==> config.mk <==
export PLATFORM = sky130hd
export DESIGN_NAME = i2s_slave_tx
export DESIGN_NICKNAME = d
export VERILOG_FILES = /design/src/rtl/i2s_slave_tx.sv
export SDC_FILE = /design/constraint.sdc
export NUM_CORES = 1
export LEC_CHECK = 0
export CORE_MARGIN = 2
export CORE_UTILIZATION = 40
export DETAILED_ROUTE_END_ITERATION = 8
export PLACE_DENSITY = 0.54
export SLEW_MARGIN = 15
export SYNTH_ARGS = -nofsm -noshare
export SYNTH_HDL_FRONTEND = slang
export SYNTH_SLANG_ARGS = --single-unit
==> constraint.sdc <==
create_clock -name wbs_clk_i -period 4.4 [get_ports wbs_clk_i]
set_input_delay 0.88 -clock wbs_clk_i [delete_from_list [all_inputs] [get_ports wbs_clk_i]]
set_output_delay 0.88 -clock wbs_clk_i [all_outputs]
set_load 0.01 [all_outputs]
==> src/rtl/i2s_slave_tx.sv <==
// rtl/i2s_slave_tx.sv - I2S slave transmitter: stereo FIFO serialised on external BCLK/WS
module i2s_slave_tx #(
  parameter int DATA_WIDTH      = 16,
  parameter int FIFO_ADDR_WIDTH = 2
) (
  input  logic                         wbs_clk_i,
  input  logic                         wbs_rst_n_i,
  input  logic                         i2s_en_i,
  input  logic                         i2s_clk_i,
  input  logic                         i2s_ws_i,
  output logic                         i2s_dat_o,
  input  logic [2*DATA_WIDTH-1:0]      tx_dat_i,
  input  logic                         tx_push_i,
  output logic                         tx_full_o,
  output logic [FIFO_ADDR_WIDTH:0]     tx_level_o,
  output logic                         underrun_o,
  output logic                         overflow_o,
  input  logic                         err_clr_i,
  output logic [15:0]                  frame_cnt_o
);

  localparam int DEPTH = 1 << FIFO_ADDR_WIDTH;
  localparam int LW    = FIFO_ADDR_WIDTH + 1;
  localparam int CW    = $clog2(DATA_WIDTH);

  typedef enum logic [1:0] {IDLE, ARM, RUN} state_t;

  state_t state_q, state_d;

  logic [2:0] bclk_sync, ws_sync;
  logic       bclk_rise, bclk_fall;
  logic       rise_d, ws_q, ws_prev, start_pend, slot_start;

  logic [2*DATA_WIDTH-1:0]    mem [DEPTH];
  logic [FIFO_ADDR_WIDTH-1:0] wr_ptr, rd_ptr;
  logic [LW-1:0]              level;
  logic [2*DATA_WIDTH-1:0]    pop_data;
  logic                       fifo_empty, fifo_full;

  logic [DATA_WIDTH-1:0] shreg, right_hold;
  logic [CW-1:0]         bit_cnt;

  logic active, slot_go, load_left, load_right, shift_go, pop, push_ok, push_drop;

  // Bring the asynchronous BCLK and WS into the system clock domain
  always_ff @(posedge wbs_clk_i or negedge wbs_rst_n_i) begin
    if (!wbs_rst_n_i) begin
      bclk_sync <= '0;
      ws_sync   <= '0;
    end else begin
      bclk_sync <= {bclk_sync[1:0], i2s_clk_i};
      ws_sync   <= {ws_sync[1:0], i2s_ws_i};
    end
  end

  assign bclk_rise = bclk_sync[1] & ~bclk_sync[2];
  assign bclk_fall = ~bclk_sync[1] & bclk_sync[2];

  // Capture WS on each BCLK rise and flag a pending slot start when it changes
  always_ff @(posedge wbs_clk_i or negedge wbs_rst_n_i) begin
    if (!wbs_rst_n_i) begin
      rise_d     <= 1'b0;
      ws_q       <= 1'b0;
      ws_prev    <= 1'b0;
      start_pend <= 1'b0;
    end else begin
      rise_d <= bclk_rise;
      if (bclk_rise) begin
        ws_q    <= ws_sync[2];
        ws_prev <= ws_q;
      end
      if (bclk_fall)       start_pend <= 1'b0;
      else if (slot_start) start_pend <= 1'b1;
    end
  end

  assign slot_start = rise_d & (ws_q != ws_prev);

  assign fifo_empty = (level == '0);
  assign fifo_full  = (level == LW'(DEPTH));
  assign pop_data   = mem[rd_ptr];

  assign active     = i2s_en_i & (state_q != IDLE);
  assign slot_go    = bclk_fall & start_pend & active;
  assign load_left  = slot_go & ~ws_q;
  assign load_right = slot_go & ws_q & (state_q == RUN);
  assign shift_go   = bclk_fall & ~start_pend & active & (state_q == RUN);
  assign pop        = load_left & ~fifo_empty;
  assign push_ok    = tx_push_i & i2s_en_i & ~fifo_full;
  assign push_drop  = tx_push_i & fifo_full;

  // State register
  always_ff @(posedge wbs_clk_i or negedge wbs_rst_n_i) begin
    if (!wbs_rst_n_i) state_q <= IDLE;
    else              state_q <= state_d;
  end

  // Next state: arm on enable, start running only on a left slot, drop to idle on disable
  always_comb begin
    state_d = state_q;
    case (state_q)
      IDLE:    if (i2s_en_i) state_d = ARM;
      ARM:     if (load_left) state_d = RUN;
      RUN:     state_d = RUN;
      default: state_d = IDLE;
    endcase
    if (!i2s_en_i) state_d = IDLE;
  end

  // FIFO storage; contents only matter behind the pointers
  always_ff @(posedge wbs_clk_i) begin
    if (push_ok) mem[wr_ptr] <= tx_dat_i;
  end

  // FIFO pointers and occupancy, held flushed while disabled
  always_ff @(posedge wbs_clk_i or negedge wbs_rst_n_i) begin
    if (!wbs_rst_n_i) begin
      wr_ptr <= '0;
      rd_ptr <= '0;
      level  <= '0;
    end else if (!i2s_en_i) begin
      wr_ptr <= '0;
      rd_ptr <= '0;
      level  <= '0;
    end else begin
      if (push_ok) wr_ptr <= wr_ptr + FIFO_ADDR_WIDTH'(1);
      if (pop)     rd_ptr <= rd_ptr + FIFO_ADDR_WIDTH'(1);
      case ({push_ok, pop})
        2'b10:   level <= level + LW'(1);
        2'b01:   level <= level - LW'(1);
        default: level <= level;
      endcase
    end
  end

  // Serialiser: load MSB at slot start, shift on later BCLK falls, pad with zeros
  always_ff @(posedge wbs_clk_i or negedge wbs_rst_n_i) begin
    if (!wbs_rst_n_i) begin
      shreg      <= '0;
      right_hold <= '0;
      bit_cnt    <= '0;
      i2s_dat_o  <= 1'b0;
    end else if (!active) begin
      shreg      <= '0;
      right_hold <= '0;
      bit_cnt    <= '0;
      i2s_dat_o  <= 1'b0;
    end else if (load_left) begin
      if (!fifo_empty) begin
        shreg      <= pop_data[2*DATA_WIDTH-1:DATA_WIDTH];
        right_hold <= pop_data[DATA_WIDTH-1:0];
        i2s_dat_o  <= pop_data[2*DATA_WIDTH-1];
      end else begin
        shreg      <= '0;
        right_hold <= '0;
        i2s_dat_o  <= 1'b0;
      end
      bit_cnt <= CW'(DATA_WIDTH-1);
    end else if (load_right) begin
      shreg     <= right_hold;
      i2s_dat_o <= right_hold[DATA_WIDTH-1];
      bit_cnt   <= CW'(DATA_WIDTH-1);
    end else if (shift_go) begin
      if (bit_cnt != '0) begin
        shreg     <= shreg << 1;
        i2s_dat_o <= shreg[DATA_WIDTH-2];
        bit_cnt   <= bit_cnt - CW'(1);
      end else begin
        i2s_dat_o <= 1'b0;
      end
    end
  end

  // Sticky error flags (set beats clear) and left-slot frame counter
  always_ff @(posedge wbs_clk_i or negedge wbs_rst_n_i) begin
    if (!wbs_rst_n_i) begin
      underrun_o  <= 1'b0;
      overflow_o  <= 1'b0;
      frame_cnt_o <= '0;
    end else begin
      if (load_left & fifo_empty) underrun_o <= 1'b1;
      else if (err_clr_i)         underrun_o <= 1'b0;
      if (push_drop)              overflow_o <= 1'b1;
      else if (err_clr_i)         overflow_o <= 1'b0;
      if (load_left)              frame_cnt_o <= frame_cnt_o + 16'd1;
    end
  end

  assign tx_full_o  = fifo_full;
  assign tx_level_o = level;

endmodule
# Word level (Yosys, flattened, before mapping)
# Memories as Yosys holds them, arrays and structs flattened.
# Index checks and enable logic that the tools add are counted.
# totals
regBits	73
mem_bits_rw	128
input_bits	39
out_inout_bits	23
elab_cells	104
n_memories	1
# classes
add_sub_neg	6
n_eq_ne	13
n_mux	36
bitwise	23
n_reduce_logical	8
# memory_table
memory	words	width	read_ports	rd_clocked_by_memory_dff	wr	line	rtl
mem	4	32	1	0	1	34	logic [2*DATA_WIDTH-1:0] mem [DEPTH];
# ops
op	n
$mux W15	6
$mux W16	3
$mux W4	5
$and A1 B1 Y1	17
$add A16 B1 Y16 const B	1
$mux W1	13
$mux W2	6
$ne A4 B1 Y1 const B	2
$reduce_bool A2 Y1	4
$ne A2 B1 Y1 const B	3
$not A1 Y1	6
$pmux W2 S3	1
$pmux W3 S2	1
$add A2 B1 Y2 const B	2
$eq A2 B1 Y1 const B	2
$eq A2 B2 Y1 const B	2
$reduce_bool A4 Y1	1
$sub A4 B1 Y4 const B	1
$add A3 B1 Y3 const B	1
$eq A3 B3 Y1 const B	1
$logic_not A3 Y1	1
$mux W3	1
$ne A3 B1 Y1 const B	1
$ne A3 B3 Y1 const B	1
4 further kinds	4

# Longest topological paths before layout
# logic_depth
ltp_word	9
ltp_mapped	11

# Least setup slack after synthesis
# OpenSTA, ideal clock, no wires.
# synth_timing
kind	input to register
start	input port i2s_en_i
end	register level[2] (netlist: tx_level_o[2])
setup_time_ns	0.138
t_arrival_ns	2.564
required_ns	4.262
path_slack_ns	1.698
cell_stages	10
cell_sequence	buf_2 -> and2b_1 -> and3_4 -> buf_6 -> buf_2 -> o21a_1 -> fa_1 -> and3_1 -> mux2i_1 -> o221ai_1
# synth_between
elab_chain_cells	7
elab_cells_between_ends	11
# synth_rtl
element	line	rtl
from (decl)	8	input logic i2s_en_i,
$and A1 B1 Y1	83	assign active = i2s_en_i & (state_q != IDLE);
$and A1 B1 Y1	84	assign slot_go = bclk_fall & start_pend & active;
$and A1 B1 Y1	85	assign load_left = slot_go & ~ws_q;
$and A1 B1 Y1	88	assign pop = load_left & ~fifo_empty;
$eq A2 B1 Y1 or $eq A2 B2 Y1 (tied branches)	128	case ({push_ok, pop})
$pmux W3 S2	128	
$mux W3	121	end else if (!i2s_en_i) begin
to (signal assigned)	129	2'b10: level <= level + LW'(1);
to (signal assigned)	130	2'b01: level <= level - LW'(1);
to (signal assigned)	131	default: level <= level;
to (decl)	36	logic [LW-1:0] level;
# Parallel ways exist; a longest one is shown, timed or not.
# A chain may end at the register's enable or synchronous reset.

# Final worst setup path
# layout_timing
start	register level[1] (netlist: tx_level_o[1])
end	output port tx_full_o
# layout_between
elab_chain_cells	1
# layout_rtl
element	line	rtl
$eq A3 B3 Y1	80	assign fifo_full = (level == LW'(DEPTH));
to (decl)	14	output logic tx_full_o,
# No other way between the ends.

==> metrics <==
row count=53; Ant. Diodes=0; PD cells=441 mW/mm2; core footprint=0.0208 mm2; fin crit period=about 3 ns; Max Fclk=337 MHz; slowest CP cell=clkdlybuf4s50_1; setup tns final=0 ns; crit path cell chain=nor3b_1, clkdlybuf4s50_1; Core Util, Final=0.483; fin crit share=0.674; Mapped Cells=537; CTS Hold Bufs=0; WHS=0.353 ns; clock tree buffer depth=3; flops & latches, synth=201; Crit path buffers/inverters=1; CTS tree=built; Worst Hold Path Cells=0; R2R Path Start=ws_q$_DFFE_PN0P_; WP data required=3.52 ns; worst min-delay path category=reg2reg; fin. max-slew vios=0; status=completed; ratio of cells with drive above 1 in the final layout=0.158; clk_lat worst skew=0.51 ns; end of the worst hold path=ws_sync[2]$_DFF_PN0_; post-cts resize count=0; vias per inst=5.30; vias in the first global route=5051; Top FF cell, synth=edfxtp_1; RSZ-0062 raised after global routing=false; critical path type=reg2out; drt drc=0; sequential share of the synthesized area=0.673; Worst Skew=0.00811 ns; Die H=149 um; slew margin rel.=0.245; Worst Path Arrival=2.09 ns; final hold violation count=0; CTS Root Cell=clkbuf_16; Placed Instances=854; CP peak stage delay=about 0.63 ns; Hold Startpoint=ws_sync[1]$_DFF_PN0_; max cap viols=0; yosys warns=0; total CTS buffers=23; synthesis-to-layout area growth=19.2%; crit-path max FO=6; most frequent cells in the layout=128 x edfxtp_1, 72 x dfrtp_1, 60 x clkdlybuf4s50_1, 37 x o21ai_0, 32 x mux4_2; H-tree depth=1; number of DRC markers in iteration 0=349; leakage=3.63 nW; Setup Fix Bufs, Post-CTS=0; r2r setup slk=1.67 ns; CP Capture Type=output pin; Worst path top cell family by delay=buffers and inverters; initial antenna violation count=0; Post-synth EDFFs=about 130; die area=between 0.02 and 0.025 mm2; DRT Wirelength=17200 um; first-pass GRT wire length=27800 um; number of I/O port buffers=61; total track usage=0.161; Setup Viol. Count Final=0; dpl hpwl=~10000 um; commonest non-fill, non-tap cell in the layout=edfxtp_1; Final ANT Viol Nets=0; GRT Residual Overflow=0; Syn Nets=587; final cell count without fillers=896; Synth Area per Inst=about 16 um2; total number of vias=about 4700; post-place instance area=0.00929 mm2; Nets=654; Worst-Margin Slew=about 1.1 ns; Critical Path Start Type=flop; Distinct cells, synth=56; io pins=62; GP Congestion=between 0.7 and 0.8; Mapped Area=0.00843 mm2; Starting Density=0.405; design area=0.0101 mm2; largest net degree at the start of global routing=74; VDD IR max=241 uV; Worst-path clk slew=0.06 ns; asr flop ratio synth=0.363; die width=149 um; Initial DRT Pass Iterations=4; FF-to-FF End=tx_level_o[2]$_DFFE_PN0P_; per-cell routed wire length=19.2 um; R2R depth=7; Sink Count=201; fillers=1868
## metal layers
| metal | GRT usage | wire length [um] |
|---|---|---|
| met1 | 0.207 | 7450 |
| met2 | 0.283 | 8820 |
| met4 | 0.0490 | 384 |
| met3 | 0.0239 | 584 |
| met5 | 0 | 0 |
## sequential cells by signal, summed over array words and instances, names as in the netlist
name and count:
rise_d 1, state_q 2, rd_ptr 2, right_hold 16, tx_level_o 3, mem 128, bit_cnt 4, ws_prev 1
start_pend 1, underrun_o 1, ws_sync 3, bclk_sync 3, frame_cnt_o 16, shreg 15, overflow_o 1, i2s_dat_o 1
ws_q 1, wr_ptr 2
## cell families after synthesis
| group | synth area share |
|---|---|
| muxes | 0.0954 |
| AOI/OAI and AO/OA | 0.0917 |
| adders and majority gates | 0.0172 |
| xor gates and xnor gates | 0.0197 |
| DFF | 0.673 |
| and+or+nand+nor | 0.0717 |
| buffers and inverters | 0.0316 |
## area by class of cell
cell class                 instances  area (um2)  area share
tap                              275         344      0.0342
timing repair buffer              70         676      0.0672
sequential                       201        5670       0.564
clock inverter                    16         170      0.0169
inverter                          29         109      0.0108
multi-input combinational        279        2490       0.248
clock buffer                      26         587      0.0584
## metrics by stage
step	setup WS, ns	total power, mW
2_1_floorplan	1.70	2.40
3_3_place_gp	1.23	2.56
3_5_place_dp	1.11	2.58
4_1_cts	1.40	4.49
5_1_grt	1.34	4.61
6_report	1.43	4.43
## power by group
group | switching [mW] | leakage, nW | internal, mW
registers | 0.0588 | 2.15 | 2.09
clock network | 0.758 | 0.361 | 1.14
logic | 0.225 | 1.13 | 0.156
## synth_stat cells, drive strengths merged (2+ instances only)
cell,n,share of area
and2,7,0.0052
and2b,3,0.0027
mux2i,5,0.0059
clkbuf,11,0.0050
edfxtp,128,0.46
nor2,12,0.0053
nor3,18,0.011
buf,17,0.014
nand4,6,0.0045
nor4,2,0.0022
mux2,3,0.0040
and3,6,0.0050
dfrtp,73,0.22
nor2b,17,0.013
a221oi,16,0.026
mux4,32,0.085
nand3b,2,0.0018
o21ai,37,0.022
nand2,16,0.0071
a21oi,18,0.011
o221ai,2,0.0042
xnor2,14,0.015
a22o,16,0.017
o21a,2,0.0018
xor2,5,0.0052
or3,2,0.0021
a31oi,2,0.0015
nand3,10,0.0059
inv,29,0.013
ha,10,0.015
## how the worst max path moves through the flow
stage                                          from                        end  slack (ns)  depth (start not counted)
after floorplan                            i2s_en_i  tx_level_o[2]$_DFFE_PN0P_        1.70                         10
after CTS                 tx_level_o[1]$_DFFE_PN0P_                  tx_full_o        1.40                          2
after global placement                     i2s_en_i  tx_level_o[2]$_DFFE_PN0P_        1.23                          8
after global routing      tx_level_o[1]$_DFFE_PN0P_                  tx_full_o        1.34                          2
after detailed placement                   i2s_en_i  tx_level_o[2]$_DFFE_PN0P_        1.11                          8
final                     tx_level_o[1]$_DFFE_PN0P_                  tx_full_o        1.43                          2
## worst register-to-register path, delay by kind of cell (launching register included)
family,cells,cell delay [ns]
compound gates,2,0.31
fa+ha+maj,1,0.44
flops,1,0.86
mux,1,0.14
simple gates,3,0.85
Note: power is estimated with default switching activity, not from simulation.
